File: src/rtl/l2_way_array.sv
// L2 way array: WAYS x 2**S_INDEX flop-based entries (WIDTH data bits + valid bit each).
// Reads are combinational at index. Writes go to the selected ways at the clock edge.
// A flush request starts a sweep that clears every set's valid bits, one set per cycle,
// with busy high. Data bits are never cleared by a flush, only by reset.
// Optional build macro: L2_WAY_ARRAY_BYPASS_EN forwards datain to dataout in the write cycle.
module l2_way_array #(
  parameter int unsigned S_INDEX = 3,
  parameter int unsigned WIDTH   = 1,
  parameter int unsigned WAYS    = 2
) (
  input  logic                    clk,
  input  logic                    rst,
  input  logic [S_INDEX-1:0]      index,
  input  logic [WAYS-1:0]         load,
  input  logic [WIDTH-1:0]        datain,
  output logic [WAYS*WIDTH-1:0]   dataout,
  output logic [WAYS-1:0]         valid,
  input  logic                    flush,
  output logic                    busy
);

  localparam int unsigned NumSets = 2 ** S_INDEX;
  localparam logic [S_INDEX-1:0] PtrLast = S_INDEX'(NumSets - 1);

  typedef enum logic [0:0] {StIdle, StSweep} state_e;

  state_e               state_q, state_d;
  logic [S_INDEX-1:0]   ptr_q, ptr_d;
  logic [WIDTH-1:0]     data_q  [WAYS][NumSets];
  logic [NumSets-1:0]   valid_q [WAYS];

  assign busy = (state_q == StSweep);

  // Sweep control: IDLE waits for flush, SWEEP walks ptr to the last set and ends there.
  always_comb begin
    state_d = state_q;
    ptr_d   = ptr_q;
    unique case (state_q)
      StIdle: begin
        if (flush) begin
          state_d = StSweep;
          ptr_d   = '0;
        end
      end
      StSweep: begin
        ptr_d = ptr_q + 1'b1;
        if (ptr_q == PtrLast) begin
          state_d = StIdle;
        end
      end
    endcase
  end

  // State and sweep pointer registers; reset aborts any sweep.
  always_ff @(posedge clk) begin
    if (rst) begin
      state_q <= StIdle;
      ptr_q   <= '0;
    end else begin
      state_q <= state_d;
      ptr_q   <= ptr_d;
    end
  end

  // Storage update: writes only while idle; sweep clears valid of set ptr in every way.
  always_ff @(posedge clk) begin
    if (rst) begin
      for (int w = 0; w < WAYS; w++) begin
        valid_q[w] <= '0;
        for (int s = 0; s < NumSets; s++) begin
          data_q[w][s] <= '0;
        end
      end
    end else if (!busy) begin
      for (int w = 0; w < WAYS; w++) begin
        if (load[w]) begin
          data_q[w][index]  <= datain;
          valid_q[w][index] <= 1'b1;
        end
      end
    end else begin
      for (int w = 0; w < WAYS; w++) begin
        valid_q[w][ptr_q] <= 1'b0;
      end
    end
  end

  // Combinational read of set index, optionally forwarding an in-flight write.
  always_comb begin
    dataout = '0;
    valid   = '0;
    for (int w = 0; w < WAYS; w++) begin
      dataout[w*WIDTH +: WIDTH] = data_q[w][index];
      valid[w]                  = valid_q[w][index];
`ifdef L2_WAY_ARRAY_BYPASS_EN
      if (!busy && load[w]) begin
        dataout[w*WIDTH +: WIDTH] = datain;
        valid[w]                  = 1'b1;
      end
`endif
    end
  end

endmodule

File: config.mk
export PLATFORM = sky130hd
export DESIGN_NAME = l2_way_array
export DESIGN_NICKNAME = d
export VERILOG_FILES = /design/src/rtl/l2_way_array.sv
export SDC_FILE = /design/constraint.sdc
export NUM_CORES = 1
export LEC_CHECK = 0
export ABC_AREA = 1
export BUFFER_PORTS_ARGS = -buffer_cell sky130_fd_sc_hd__buf_2
export CAP_MARGIN = 10
export CORE_MARGIN = 3
export CORE_UTILIZATION = 37
export CTS_CLUSTER_DIAMETER = 30
export CTS_CLUSTER_SIZE = 30
export DETAILED_ROUTE_END_ITERATION = 12
export GPL_TIMING_DRIVEN = 0
export HOLD_SLACK_MARGIN = 0.05
export PLACE_DENSITY = 0.59
export REMOVE_ABC_BUFFERS = 1
export SLEW_MARGIN = 0
export SYNTH_ARGS = -nofsm -noshare
export SYNTH_HDL_FRONTEND = slang
export SYNTH_SLANG_ARGS = --single-unit
export TNS_END_PERCENT = 5
File: constraint.sdc
create_clock -name clk -period 3.2 [get_ports clk]
set_clock_uncertainty 0.2 [all_clocks]
set_input_delay 0.64 -clock clk [delete_from_list [all_inputs] [get_ports clk]]
set_output_delay 0.64 -clock clk [all_outputs]
set_load 0.02 [all_outputs]
==> results_dict.tcl, run 1 <==
set metrics [dict create \
    fp.dieW_um 77.8 \
    synth-seq-cells 36 \
    crit_path_frequent_cell "nand2_1" \
    final.min_clock_period_ns 2.90 \
    crit_path_max_fanout 21 \
    async_flop_share 0 \
    yosysTopAreaCell "edfxtp_1" \
    start_util 0.394 \
    gp_congestion 0.755 \
    synth_top_cells_by_count "nand2_1, edfxtp_1, nor2_1, nand3_1, inv_1" \
    regArea_um2 1040 \
    hpwlAfterDp_mm 2.84 \
    ctsHoldBuffers 0 \
    r2r_slack_ns 1.57 \
    setup_viol 0 \
    vias 1541 \
    routed_wl_mm 4.03 \
    whs_endpoint "ptr_q[1]" \
    rows 25 \
    worstSetupEndpointType "output pin" \
    worstMarginPinSlew_ns 0.706 \
    synth_cell_types 15 \
    filler_cell_count 498 \
    grt_max_degree 35 \
    min_from "rst" \
    grt_use_total 0.149 \
    diodes 0 \
    p_seq_frac 0.568 \
    setup-tns-final_ns 0 \
    clock_sinks 36 \
    maxCapViolCount 0 \
    clk_path_buf_depth 2 \
    multiInputGateArea_um2 776 \
    r2r_start "busy" \
    clk_pin_slew_ns 0.07 \
    synth_edf_count 32 \
    syn_inst 241 \
    slew_viol_final 0 \
    p_total_w 0.000977 \
    vias_per_cell 4.85 \
    drive_gt1_frac 0.108 \
    cts_tree "done" \
    netlist_area_um2 1910 \
    max_stage_delay_ns 0.57 \
    r2r_end "valid_q[0][7]" \
    io_buffers 13 \
    crit_family "buffers and inverters" \
    r2r_cells 5 \
    critPathKind "input port to output pin" \
    critPathRequiredTime_ns 2.36 \
    drc 0 \
    p_leak_nw 0.988 \
    period_share 0.907 \
    crit_buf_inv 3 \
    ios 14 \
    p_switching_w 0.000245 \
    ys_seq_area_frac 0.546 \
    synth_top_area_frac 0.504 \
    hold_viol 0 \
    p_int_w 0.000732 \
    root_buffer "clkbuf_8" \
    powerDensity_nw_per_um2 468 \
    wl_per_cell_um 12.7 \
    numCtsBuffers 5 \
    ant_nets 0 \
    grt_pass1_vias 1465 \
    final_nets 261 \
    die_h_um 77.8 \
    path_cells "buf_2 -> inv_1 -> nand2_1 -> nand2_1 -> nand2_1 -> nand2_1 -> nand2_1 -> nand2_1 -> buf_2" \
    htree_num_levels 2 \
    cp_slowest_cell "inv_1" \
    drtIter0Drc 98 \
    ir_drop_v 0.000158 \
    antenna_found_initial 0 \
    design.core.area_um2 4850 \
    grt_pass1_wl_mm 6.99 \
    clk_latency_ns 0.28 \
    clkPwrFrac 0.310 \
    cp.arrival_ns 2.06 \
    slew_headroom 0.529 \
    p_comb_frac 0.122 \
    ys_warn_count 0 \
    dr.pass1.iters 4 \
    grt_overflow 0 \
    min_path_cells 2 \
    hold_class "input port to register" \
    rsz0062_at_grt "false" \
    fmax_ghz 0.345 \
    synth_ff_type "edfxtp_1" \
    dieArea_um2 6050 \
    syn_to_final_growth_pct 9.44 \
    cts_resized 0 \
    post-cts-setup-buffer-count 0 \
    status "complete, no violations" \
    synthTopCellsByArea "edfxtp_1, nand2_1, nand3_1, nor2_1, dfxtp_1" \
    p_sw_frac 0.251 \
    crit_path_start_kind "input port" \
    yosysMostFrequentCell "nand2_1" \
    syn_avg_cell_area_um2 7.92 \
]
[cell type report]
cell class | instances | area share
sequential | 36 | 0.499
multi-input combinational | 183 | 0.371
inverter | 11 | 0.0198
clock buffer | 7 | 0.0365
timing repair buffer | 13 | 0.0312
clock inverter | 1 | 0.00240
tap | 67 | 0.0401
[metal layers]
metal	up-vias	global-route usage	wire (um)
li1	797	-	-
met1	695	0.203	1890
met2	43	0.221	1870
met3	6	0.0360	210
met4	0	0.0694	55
met5	-	0	0
[per-stage QoR]
stage               worst slack (ns)  instances   util  hold slack, ns  area [um2]
floorplan                      0.955        230      -           0.355        1860
global placement               0.247        310  0.414           0.362        2010
detailed placement             0.282        310  0.414           0.365        2010
CTS                            0.284        318  0.431           0.373        2090
global route                  0.0667        318  0.431           0.390        2090
finish                         0.298        318  0.431           0.378        2090
[sequential cells by signal (all words and copies together) (netlist names)]
| register | cells |
|---|---|
| busy | 1 |
| data_q | 16 |
| ptr_q | 3 |
| valid_q | 16 |
[cell families (layout without fill, tap and decap cells)]
family,after synthesis,in the layout,synth area share
simple gates,177,177,0.377
fa+ha+maj,2,2,0.0131
compound gates,4,4,0.0164
buf+inv,22,32,0.0479
flops,36,36,0.546
[how the worst max path moves through the flow]
| stage | start | end | slack, ns | cells after the start |
|---|---|---|---|---|
| after floorplan | index[0] | dataout[0] | 0.96 | 7 |
| after global placement | index[0] | valid[0] | 0.25 | 9 |
| after detailed placement | index[0] | valid[1] | 0.28 | 9 |
| after CTS | index[0] | valid[1] | 0.28 | 9 |
| after global routing | index[0] | valid[0] | 0.07 | 9 |
| final | index[0] | valid[1] | 0.30 | 9 |
[cells in the final DEF, fill, tap and decap left out]
| cell | synthesis | layout |
|---|---|---|
| clkinv_2 | 0 | 1 |
| inv_2 | 3 | 3 |
| nor3_2 | 4 | 4 |
| nand3_1 | 20 | 20 |
| buf_2 | 7 | 13 |
| dfxtp_1 | 4 | 4 |
| edfxtp_1 | 32 | 32 |
| a31o_2 | 1 | 1 |
| a22oi_1 | 2 | 2 |
| clkbuf_8 | 0 | 5 |
| clkbuf_1 | 4 | 2 |
| ha_1 | 2 | 2 |
| nor3_1 | 4 | 4 |
| a211oi_1 | 1 | 1 |
| nand2_1 | 125 | 125 |
| inv_1 | 8 | 8 |
| nor2_1 | 24 | 24 |
[power by group through the flow]
stage / Sequential, W / Clock [W] / Combinational [W]
2_1_floorplan: 0.000563 / 0 / 0.0000792
3_3_place_gp: 0.000564 / 0 / 0.000119
3_5_place_dp: 0.000565 / 0 / 0.000121
4_1_cts: 0.000555 / 0.000313 / 0.000121
5_1_grt: 0.000558 / 0.000337 / 0.000138
6_report: 0.000555 / 0.000303 / 0.000119
(Power assumes the default switching activity.)
==> inputs of run 2 (changes only) <==
--- a/config.mk
+++ b/config.mk
@@ -15,7 +15,7 @@
 export DETAILED_ROUTE_END_ITERATION = 12
 export GPL_TIMING_DRIVEN = 0
 export HOLD_SLACK_MARGIN = 0.05
-export PLACE_DENSITY = 0.59
+export PLACE_DENSITY = 0.61
 export REMOVE_ABC_BUFFERS = 1
 export SLEW_MARGIN = 0
 export SYNTH_ARGS = -nofsm -noshare
==> constraint.sdc (replaced) <==
create_clock -name clk -period 2.5 [get_ports clk]
set_clock_uncertainty 0.2 [all_clocks]
set_input_delay 0.5 -clock clk [delete_from_list [all_inputs] [get_ports clk]]
set_output_delay 0.5 -clock clk [all_outputs]
set_load 0.02 [all_outputs]
==> results_dict.tcl, run 2 (synthesized netlist as in run 1, its figures left out) <==
set metrics [dict create \
    maxCapViolCount 0 \
    start_util 0.394 \
    hold_ws_ns 0.234 \
    slew_viol_final 0 \
    dpl_cell_area_um2 2010 \
    crit_path_max_fanout 22 \
    worstSetupEndpointType "output pin" \
    largest_registers "data_q: 16 flops, valid_q: 16 flops, ptr_q: 3 flops" \
    dieArea_um2 6050 \
    clk_path_buf_depth 2 \
    clk_pin_slew_ns 0.07 \
    root_buffer "clkbuf_8" \
    critPathRequiredTime_ns 1.80 \
    gp_congestion 0.718 \
    final_cell_mix "nand2_1, edfxtp_1, nor2_1" \
    clk_latency_ns 0.29 \
    ios 14 \
    syn_to_final_growth_pct 13.3 \
    drtIter0Drc 99 \
    path_cells "clkbuf_4 -> clkinvlp_4 -> buf_4 -> nand2_1 -> nand2_1 -> nand2_1 -> nand2_1 -> nand2_1 -> nand2_1 -> buf_2" \
    cp_slowest_cell "clkbuf_4" \
    rows 25 \
    powerDensity_nw_per_um2 653 \
    grt_use_total 0.145 \
    io_buffers 13 \
    drive_gt1_frac 0.130 \
    vias_per_cell 4.60 \
    final_common_cell "nand2_1" \
    crit_path_start_kind "input port" \
    critPathKind "input port to output pin" \
    design.core.area_um2 4850 \
    cp.arrival_ns 1.61 \
    numCtsBuffers 5 \
    ir_drop_v 0.000272 \
    final_cell_area_um2 2160 \
    hold_viol 0 \
    grt_pass1_wl_mm 6.76 \
    filler_cell_count 489 \
    hpwlAfterDp_mm 2.62 \
    dp_slack_ns -0.128 \
    fp.dieW_um 77.8 \
    cts_tree "done" \
    final.min_clock_period_ns 2.31 \
    period_share 0.923 \
    p_total_w 0.00141 \
    diodes 0 \
    crit_path_frequent_cell "nand2_1" \
    min_from "rst" \
    fmax_ghz 0.433 \
    final_nets 264 \
    max_stage_delay_ns 0.30 \
    dr.pass1.iters 4 \
    ant_nets 0 \
    antenna_found_initial 0 \
    hold_class "input port to register" \
    grt_max_degree 35 \
    grt_overflow 0 \
    r2r_start "busy" \
    slew_headroom 0.634 \
    ctsHoldBuffers 0 \
    p_leak_nw 1.02 \
    htree_num_levels 2 \
    clock_sinks 36 \
    die_h_um 77.8 \
    wl_per_cell_um 11.7 \
    routed_wl_mm 3.77 \
    status "complete, no violations" \
    crit_family "buffers and inverters" \
    startpoint "index[0]" \
    setup_viol 0 \
    grt_pass1_vias 1449 \
    drc 0 \
    rsz0062_at_grt "false" \
    vias 1475 \
    final.setup.worst_slack_ns 0.192 \
    worstMarginPinSlew_ns 0.549 \
    crit_buf_inv 4 \
]
[run 2: cell types whose count changed in the layout (fill, tap and decap cells not counted), sizes merged]
cell,delta
bufinv,+1
inv,-1
clkinv,-1
buf,+1
clkinvlp,+2
clkbuf,+1
[run 2: report_power, final]
| part | total, W | switching, W | internal, W |
|---|---|---|---|
| Combinational | 0.000155 | 0.000107 | 0.0000475 |
| Clock | 0.000549 | 0.000197 | 0.000352 |
| Sequential | 0.000709 | 0.0000129 | 0.000697 |
[run 2: what timing repair did]
| action | CTS | global route |
|---|---|---|
| buffers inserted | 2 | 0 |
| endpoints found under the setup margin | 4 | 4 |
| resized for setup | 2 | 1 |
| cloned | 1 | 0 |
[run 2: worst paths after layout]
kind | end | slack, ns | cells after the start
setup / recovery | valid[0] | 0.19 | 10
hold / removal | ptr_q[1] | 0.23 | 2
setup reg to reg | valid_q[0][7] | 0.90 | 5
hold reg to reg | busy | 0.37 | 1
[run 2: layout make-up]
type / count / area, um2 / share of cell area
flip-flops and latches: 36 / 1040 / 0.481
well taps: 67 / 83.8 / 0.0388
inverters: 11 / 45.0 / 0.0208
multi-input cells: 183 / 776 / 0.359
repair buffers: 15 / 82.6 / 0.0382
clock buffers: 7 / 96.3 / 0.0446
clock inverters: 1 / 30.0 / 0.0139
repair inverters: 1 / 7.51 / 0.00347
[run 2: metal layers]
layer / part of all wire / global-route usage / up-vias
li1: - / - / 803
met1: 0.47 / 0.181 / 643
met2: 0.47 / 0.236 / 25
met3: 0.041 / 0.0429 / 4
met4: 0.015 / 0.0534 / 0
met5: 0 / 0 / -
[run 2: through the flow]
step,TNS [ns],instances,utilization
global placement,-0.498,310,0.414
detailed placement,-0.453,310,0.414
floorplan,0,230,-
CTS,0,321,0.445
finish,0,321,0.446
global route,0,321,0.446
[run 2: worst register-to-register path: stages (launching register included)]
cell     delay [ns]
dfxtp_1        0.36
nor2_1         0.20
nand2_1        0.09
inv_1          0.21
nand2_1        0.16
nand3_1        0.11
